## config.mk

```make
export PLATFORM = sky130hd
export DESIGN_NAME = fetch_pipe_ctrl
export DESIGN_NICKNAME = d
export VERILOG_FILES = /design/src/rtl/fetch_pipe_ctrl.sv
export SDC_FILE = /design/constraint.sdc
export NUM_CORES = 1
export LEC_CHECK = 0
export CAP_MARGIN = 20
export CELL_PAD_IN_SITES_DETAIL_PLACEMENT = 1
export CELL_PAD_IN_SITES_GLOBAL_PLACEMENT = 2
export CORE_MARGIN = 2
export CORE_UTILIZATION = 23
export CTS_BUF_LIST = sky130_fd_sc_hd__clkbuf_4 sky130_fd_sc_hd__clkbuf_8 sky130_fd_sc_hd__clkbuf_16
export DETAILED_ROUTE_END_ITERATION = 6
export MAX_ROUTING_LAYER = met4
export PLACE_DENSITY_LB_ADDON = 0.1
export SYNTH_ARGS = -nofsm -noshare
export SYNTH_HDL_FRONTEND = slang
export SYNTH_SLANG_ARGS = --single-unit
export TNS_END_PERCENT = 1
```

## constraint.sdc

```tcl
create_clock -name clk -period 3.25 [get_ports clk]
set_input_delay 0.975 -clock clk [delete_from_list [all_inputs] [get_ports clk]]
set_output_delay 0.975 -clock clk [all_outputs]
set_load 0.02 [all_outputs]
```

## src/rtl/fetch_pipe_ctrl.sv

```systemverilog
// rtl/fetch_pipe_ctrl.sv - PC, IF/ID register and ID/EX control register with stall/redirect handling
module fetch_pipe_ctrl #(
   parameter logic [31:0] RESET_PC = 32'h0000_0000,
   parameter int          CTRL_W   = 12,
   parameter int          CNT_W    = 16
) (
   input  logic              clk,
   input  logic              reset,
   input  logic              stall,
   input  logic              idflush,
   input  logic              branch_taken,
   input  logic [31:0]       branch_target,
   input  logic              jump,
   input  logic [31:0]       jump_target,
   input  logic              imem_ready,
   input  logic [31:0]       imem_rdata,
   input  logic [CTRL_W-1:0] idex_ctrl_in,
   output logic [31:0]       imem_addr,
   output logic [31:0]       pc,
   output logic [31:0]       ifid_instr,
   output logic [31:0]       ifid_pc4,
   output logic              ifid_valid,
   output logic [CTRL_W-1:0] idex_ctrl,
   output logic              idex_valid,
   output logic [CNT_W-1:0]  stall_cnt,
   output logic [CNT_W-1:0]  flush_cnt
);

   localparam logic [CNT_W-1:0] CNT_ONE = 1;

   logic [31:0]       pc_plus4;
   logic [31:0]       redirect_target;
   logic              redirect;
   logic [31:0]       pc_d;
   logic [31:0]       ifid_instr_d;
   logic [31:0]       ifid_pc4_d;
   logic              ifid_valid_d;
   logic [CTRL_W-1:0] idex_ctrl_d;
   logic              idex_valid_d;

   assign imem_addr       = pc;
   assign pc_plus4        = pc + 32'd4;
   assign redirect        = branch_taken | jump;
   // Branch wins over jump; targets are forced word aligned.
   assign redirect_target = (branch_taken ? branch_target : jump_target) & 32'hFFFF_FFFC;

   always_comb begin
      pc_d         = pc;
      ifid_instr_d = ifid_instr;
      ifid_pc4_d   = ifid_pc4;
      ifid_valid_d = ifid_valid;
      idex_ctrl_d  = '0;
      idex_valid_d = 1'b0;
      if (!stall) begin
         if (!idflush && ifid_valid) begin
            idex_ctrl_d  = idex_ctrl_in;
            idex_valid_d = 1'b1;
         end
         if (redirect || !imem_ready) begin
            ifid_instr_d = 32'h0;
            ifid_pc4_d   = 32'h0;
            ifid_valid_d = 1'b0;
            if (redirect) pc_d = redirect_target;
         end else begin
            pc_d         = pc_plus4;
            ifid_instr_d = imem_rdata;
            ifid_pc4_d   = pc_plus4;
            ifid_valid_d = 1'b1;
         end
      end
   end

   always_ff @(posedge clk) begin
      if (reset) begin
         pc         <= RESET_PC;
         ifid_instr <= 32'h0;
         ifid_pc4   <= 32'h0;
         ifid_valid <= 1'b0;
         idex_ctrl  <= '0;
         idex_valid <= 1'b0;
         stall_cnt  <= '0;
         flush_cnt  <= '0;
      end else begin
         pc         <= pc_d;
         ifid_instr <= ifid_instr_d;
         ifid_pc4   <= ifid_pc4_d;
         ifid_valid <= ifid_valid_d;
         idex_ctrl  <= idex_ctrl_d;
         idex_valid <= idex_valid_d;
         // Counters stick at all-ones rather than wrapping.
         if (stall && stall_cnt != '1)
            stall_cnt <= stall_cnt + CNT_ONE;
         if (!stall && redirect && flush_cnt != '1)
            flush_cnt <= flush_cnt + CNT_ONE;
      end
   end

endmodule

```

* Word-level counts from Yosys, hierarchy flattened
Index checks and enable logic that the tools add are counted.
Storage, ports and cells: memories kept 0, output and inout port bits 174, register bits after elaboration 142, input bits 115, latch bits 0, memory bits (read-only) 0, RAM bits 0
Operators by class: equality and inequality tests 3, shift-type cells 0, bitwise gates (word level) 3, reduce and logical (&&, ||, !) cells 11, multiplexer cells 7, $lt $le $gt $ge 0, $mul 0, div/mod/pow operators 0, $add $sub $neg 3
Operator list (number):
- 2-to-1 mux 32 bit | 5
- adder 16 x 1 -> 16 bit, second input constant | 2
- adder 32 x 3 -> 32 bit, second input constant | 1
- != test 16 bit, second input constant | 2
- logical AND 1 bit | 4
- logical NOT 1 bit | 3
- OR reduction 3 bit | 1
- 2-to-1 mux 1 bit | 2
- != test 2 bit, second input constant | 1
- NOT 1 bit | 2
- AND reduction 2 bit | 1
- OR reduction 2 bit | 1
- logical OR 1 bit | 1
- bitwise OR 1 bit | 1

* Logic depth before layout (Yosys ltp)
depth after elaboration 4, gate-level depth with buffers 9

* Worst setup path before layout
No wires, ideal clock.
kind input port to flip-flop, from in branch_taken, to reg pc[21], in the netlist imem_addr[21], arrival time 2.617 ns, stages 7, buffers on the path 3, setup time 0.073 ns, setup slack 0.560 ns, path through buf_6 or3b_1 buf_2 or3_1 buf_2 or4_4 o211ai_2
On the way: cells in the longest elaborated chain, start to end 4, elaborated cells between the ends (all ways) 7, classes of those cells 1 x eq/ne; 3 x mux; 1 x bitwise; 2 x reduce/logical
RTL lines:
- start: declaration | line 11 | input logic branch_taken,
- bitwise OR 1 bit | line 43 | assign redirect = branch_taken | jump;
- logical OR 1 bit | line 59 | if (redirect || !imem_ready) begin
- != test 2 bit (no source line)
- AND reduction 2 bit (no source line)
- end signal: assignment | line 84 | pc <= pc_d;
- end: declaration | line 19 | output logic [31:0] pc,
Several ways; a longest one is shown, not always the timed one. The select of a mux whose other input is x is not followed. A chain may end at the register's enable or synchronous reset.

* Final worst setup path
from reg pc[16], in the netlist imem_addr[16], to out imem_addr[16]
RTL lines:
- end: declaration | line 18 | output logic [31:0] imem_addr,
No word-level cell between the ends.

==> flow_metrics.py <==
metrics = {
    "detailed_routing": {
        "route.vias.total": 6312,
        "route.detailed.wl_per_inst_um": 17.9,
        "total_wire_length_after_detailed_routing_mm": 24.7,
        "detail_route.vias_per_cell": 4.58,
        "ant_nets": 0,
        "initialDrtViolationCount": 319,
        "drc_errors": 0,
        "drt_pass1_iterations": 4,
    },
    "setup_path": {
        "reg2regPathDepth": 5,
        "max_stage_delay_ns": 0.69,
        "crit_path_from": "imem_addr[16]",
        "cp_capture_type": "output pin",
        "delay_heaviest_family_cp": "buffers and inverters",
        "crit_arrival_ns": 1.69,
        "worstReg2RegStart": "imem_addr[9]",
        "critPathLaunchType": "register",
        "cp_cell_sequence": "clkdlybuf4s50_1",
        "cp.depth": 1,
        "required_ns": 2.27,
        "critical_path.reg2reg.endpoint": "imem_addr[23]",
        "rrSetupSlack_ns": 0.90,
        "worst-path-buf-inv": 1,
        "critical_path.endpoint": "imem_addr[16]",
        "criticalPathCategory": "register to output pin",
        "cpMaxStageDelayCell": "clkdlybuf4s50_1",
        "timing.critical_path.fanout_max": 10,
    },
    "layout": {
        "drive_gt1_share_pct": 7.51,
        "nets": 1104,
        "post-route-cell-area_mm2": 0.0101,
        "most-common-layout-cells": "clkdlybuf4s50_1, dfxtp_1, nor2_1",
        "area_growth_pct": 54.9,
        "layout.cells.most_common": "clkdlybuf4s50_1",
    },
    "cts": {
        "cts_hold_buf": 0,
        "htree_num_levels": 4,
        "clock_latency_ns": 0.43,
        "max-clock-path-buffers": 2,
        "cts_tree": "yes",
        "root_buffer": "clkbuf_16",
        "post_cts.repair.setup_buffers": 0,
        "cts.sinks": 138,
        "numCtsBuffers": 17,
        "cts_resized": 0,
        "clk_transition_reported_paths_ns": 0.06,
    },
    "placement": {
        "globalplace.congestion": 0.727,
        "portBuffers": 278,
        "postPlaceCellArea_mm2": 0.00955,
        "dpl.hpwl_mm": 18.1,
    },
    "floorplan": {
        "row_count": 61,
        "die_boundary_height_um": 172,
        "die_area_mm2": 0.0297,
        "core-area_mm2": 0.0279,
        "io_pins": 289,
        "initial_utilization_pct": 23.4,
        "die_w_um": 172,
    },
    "sta": {
        "max_freq_ghz": 0.375,
        "final.period_utilization_pct": 82.1,
        "setup_total_negative_slack_ns": 0,
        "timing_worst_slew_pin_value_ns": 0.735,
        "slew_viol_final": 0,
        "setup-violations-final": 0,
        "setup_repair_after_global_routing_missed_its_margin": "false",
        "clock-skew-final_ns": 0.0178,
        "relative_max_transition_margin_pct": 50.6,
        "hold_viol_final": 0,
        "min_cycle_time_layout_ns": 2.67,
    },
    "synth": {
        "simple_gate_share_of_the_synthesized_area_pct": 20.3,
        "mappedNetlistArea_mm2": 0.00653,
        "syn_avg_cell_area_um2": 8.73,
        "postSynthCellCount": 748,
        "yosysUniqueCellTypes": 58,
        "ys.flop_type": "dfxtp_1",
        "synth_top_family_by_area": "simple AND/OR/NAND/NOR gates",
        "yosys_warnings": 0,
        "synth_compound_area_share_pct": 17.4,
        "post_synth_fa_ha_maj_area_fraction_pct": 0.575,
        "xor_xnor_fraction_of_synth_area_pct": 6.84,
        "synth_edf_count": 0,
        "synthMuxAreaShare_pct": 5.04,
        "synthArstFlopShare_pct": 0,
        "share_of_synthesized_area_occupied_by_flip_flops_and_latches_pct": 42.3,
        "ys_ff_latch": 138,
    },
    "global_routing": {
        "global_route.usage.total_pct": 16.8,
        "grt_pass1_vias": 6299,
        "grt_pass1_wl_mm": 37.1,
        "grt_overflow_total": 0,
        "number_of_antenna_violations_at_the_first_check_in_global_routing": 2,
        "grt_max_degree": 63,
    },
    "job": {
        "max-cap-violations": 0,
    },
    "min_path": {
        "worst_hold_path_type": "register to register",
    },
    "run_status": {
        "status": "finished clean",
    },
    "pwr": {
        "power_per_cell_area_mw_per_mm2": 426,
        "power.static_leakage_nw": 3.62,
        "worst_ir_drop_vdd_uv": 328,
        "totalPowerFinal_mw": 4.31,
    },
}
==> sequential cells by signal (all words and copies together) (netlist names) <==
signal and flops:
imem_addr 30, ifid_pc4 30, stall_cnt 16, ifid_valid 1, idex_ctrl 12, flush_cnt 16, ifid_instr 32, idex_valid 1
==> cell type report <==
type	instances	area, um^2
clock inverters	14	124
diodes	2	5.00
clock buffers	18	433
fillers	3208	17700
flip-flops and latches	138	2760
well taps	378	473
repair buffers	301	2980
multi-input cells	524	3320
inverters	4	15.0
==> cells in the mapped netlist (all sizes together), types with 6 or more instances <==
master / number / area share [%]
a21oi: 25 / 1.9
a22o: 34 / 4.6
a22oi: 11 / 1.3
a31oi: 8 / 0.77
and2: 16 / 1.5
and3: 16 / 1.5
and4: 7 / 0.94
buf: 48 / 5.0
clkbuf: 39 / 2.3
dfxtp: 138 / 42
mux2: 7 / 1.2
mux2i: 25 / 3.8
nand2: 53 / 3.0
nand3: 35 / 2.7
nand4: 19 / 1.8
nor2: 72 / 4.1
nor3: 18 / 1.4
nor4: 7 / 0.67
o211ai: 15 / 1.8
o21ai: 48 / 3.7
or3: 6 / 0.57
xnor2: 16 / 2.1
xor2: 35 / 4.7
==> stage by stage <==
stage | hold slack [ns] | util, % | std cells | setup WS [ns]
after floorplan | 0.536 | - | 753 | 0.560
after global placement | 0.439 | 34.3 | 1345 | 0.216
after detailed placement | 0.444 | 34.3 | 1345 | 0.190
after CTS | 0.461 | 36.3 | 1377 | 0.526
after global routing | 0.484 | 36.3 | 1379 | 0.468
final | 0.457 | 36.3 | 1379 | 0.581
==> logic make-up (layout without fill, tap and decap cells) <==
kind of cell,after synthesis,count (layout)
AOI/OAI and AO/OA,167,167
and+or+nand+nor,265,265
DFF,138,138
xor gates and xnor gates,51,51
muxes,32,32
buffers and inverters,91,337
adders and majority gates,3,3
other,1,8
==> worst min-delay path by stage <==
stage | startpoint | end | slack [ns] | cells past startpoint
floorplan | ifid_pc4[11] | ifid_pc4[11] | 0.54 | 2
global placement | ifid_pc4[22] | ifid_pc4[22] | 0.44 | 2
detailed placement | ifid_pc4[28] | ifid_pc4[28] | 0.44 | 2
CTS | ifid_pc4[28] | ifid_pc4[28] | 0.46 | 2
global route | ifid_pc4[26] | ifid_pc4[26] | 0.48 | 2
finish | ifid_pc4[26] | ifid_pc4[26] | 0.46 | 2
==> where the power goes <==
group / total (mW) / switching (mW) / internal (mW)
clock network: 1.91 / 0.893 / 1.01
registers: 1.81 / 0.0765 / 1.73
logic: 0.594 / 0.280 / 0.314
==> worst register-to-register path: stages (launching register included) <==
cell and delay, ns:
dfxtp_1 0.57, nand4_1 0.33, nor3_1 0.68, nand3_1 0.26, or3_1 0.37, nand3_1 0.08
==> layer usage <==
layer	global-route usage (%)	wire, um
met4	4.46	197
met1	22.0	11700
met2	26.2	11600
met5	-	0
met3	3.71	1310
Power figures use the tool's default switching activity.
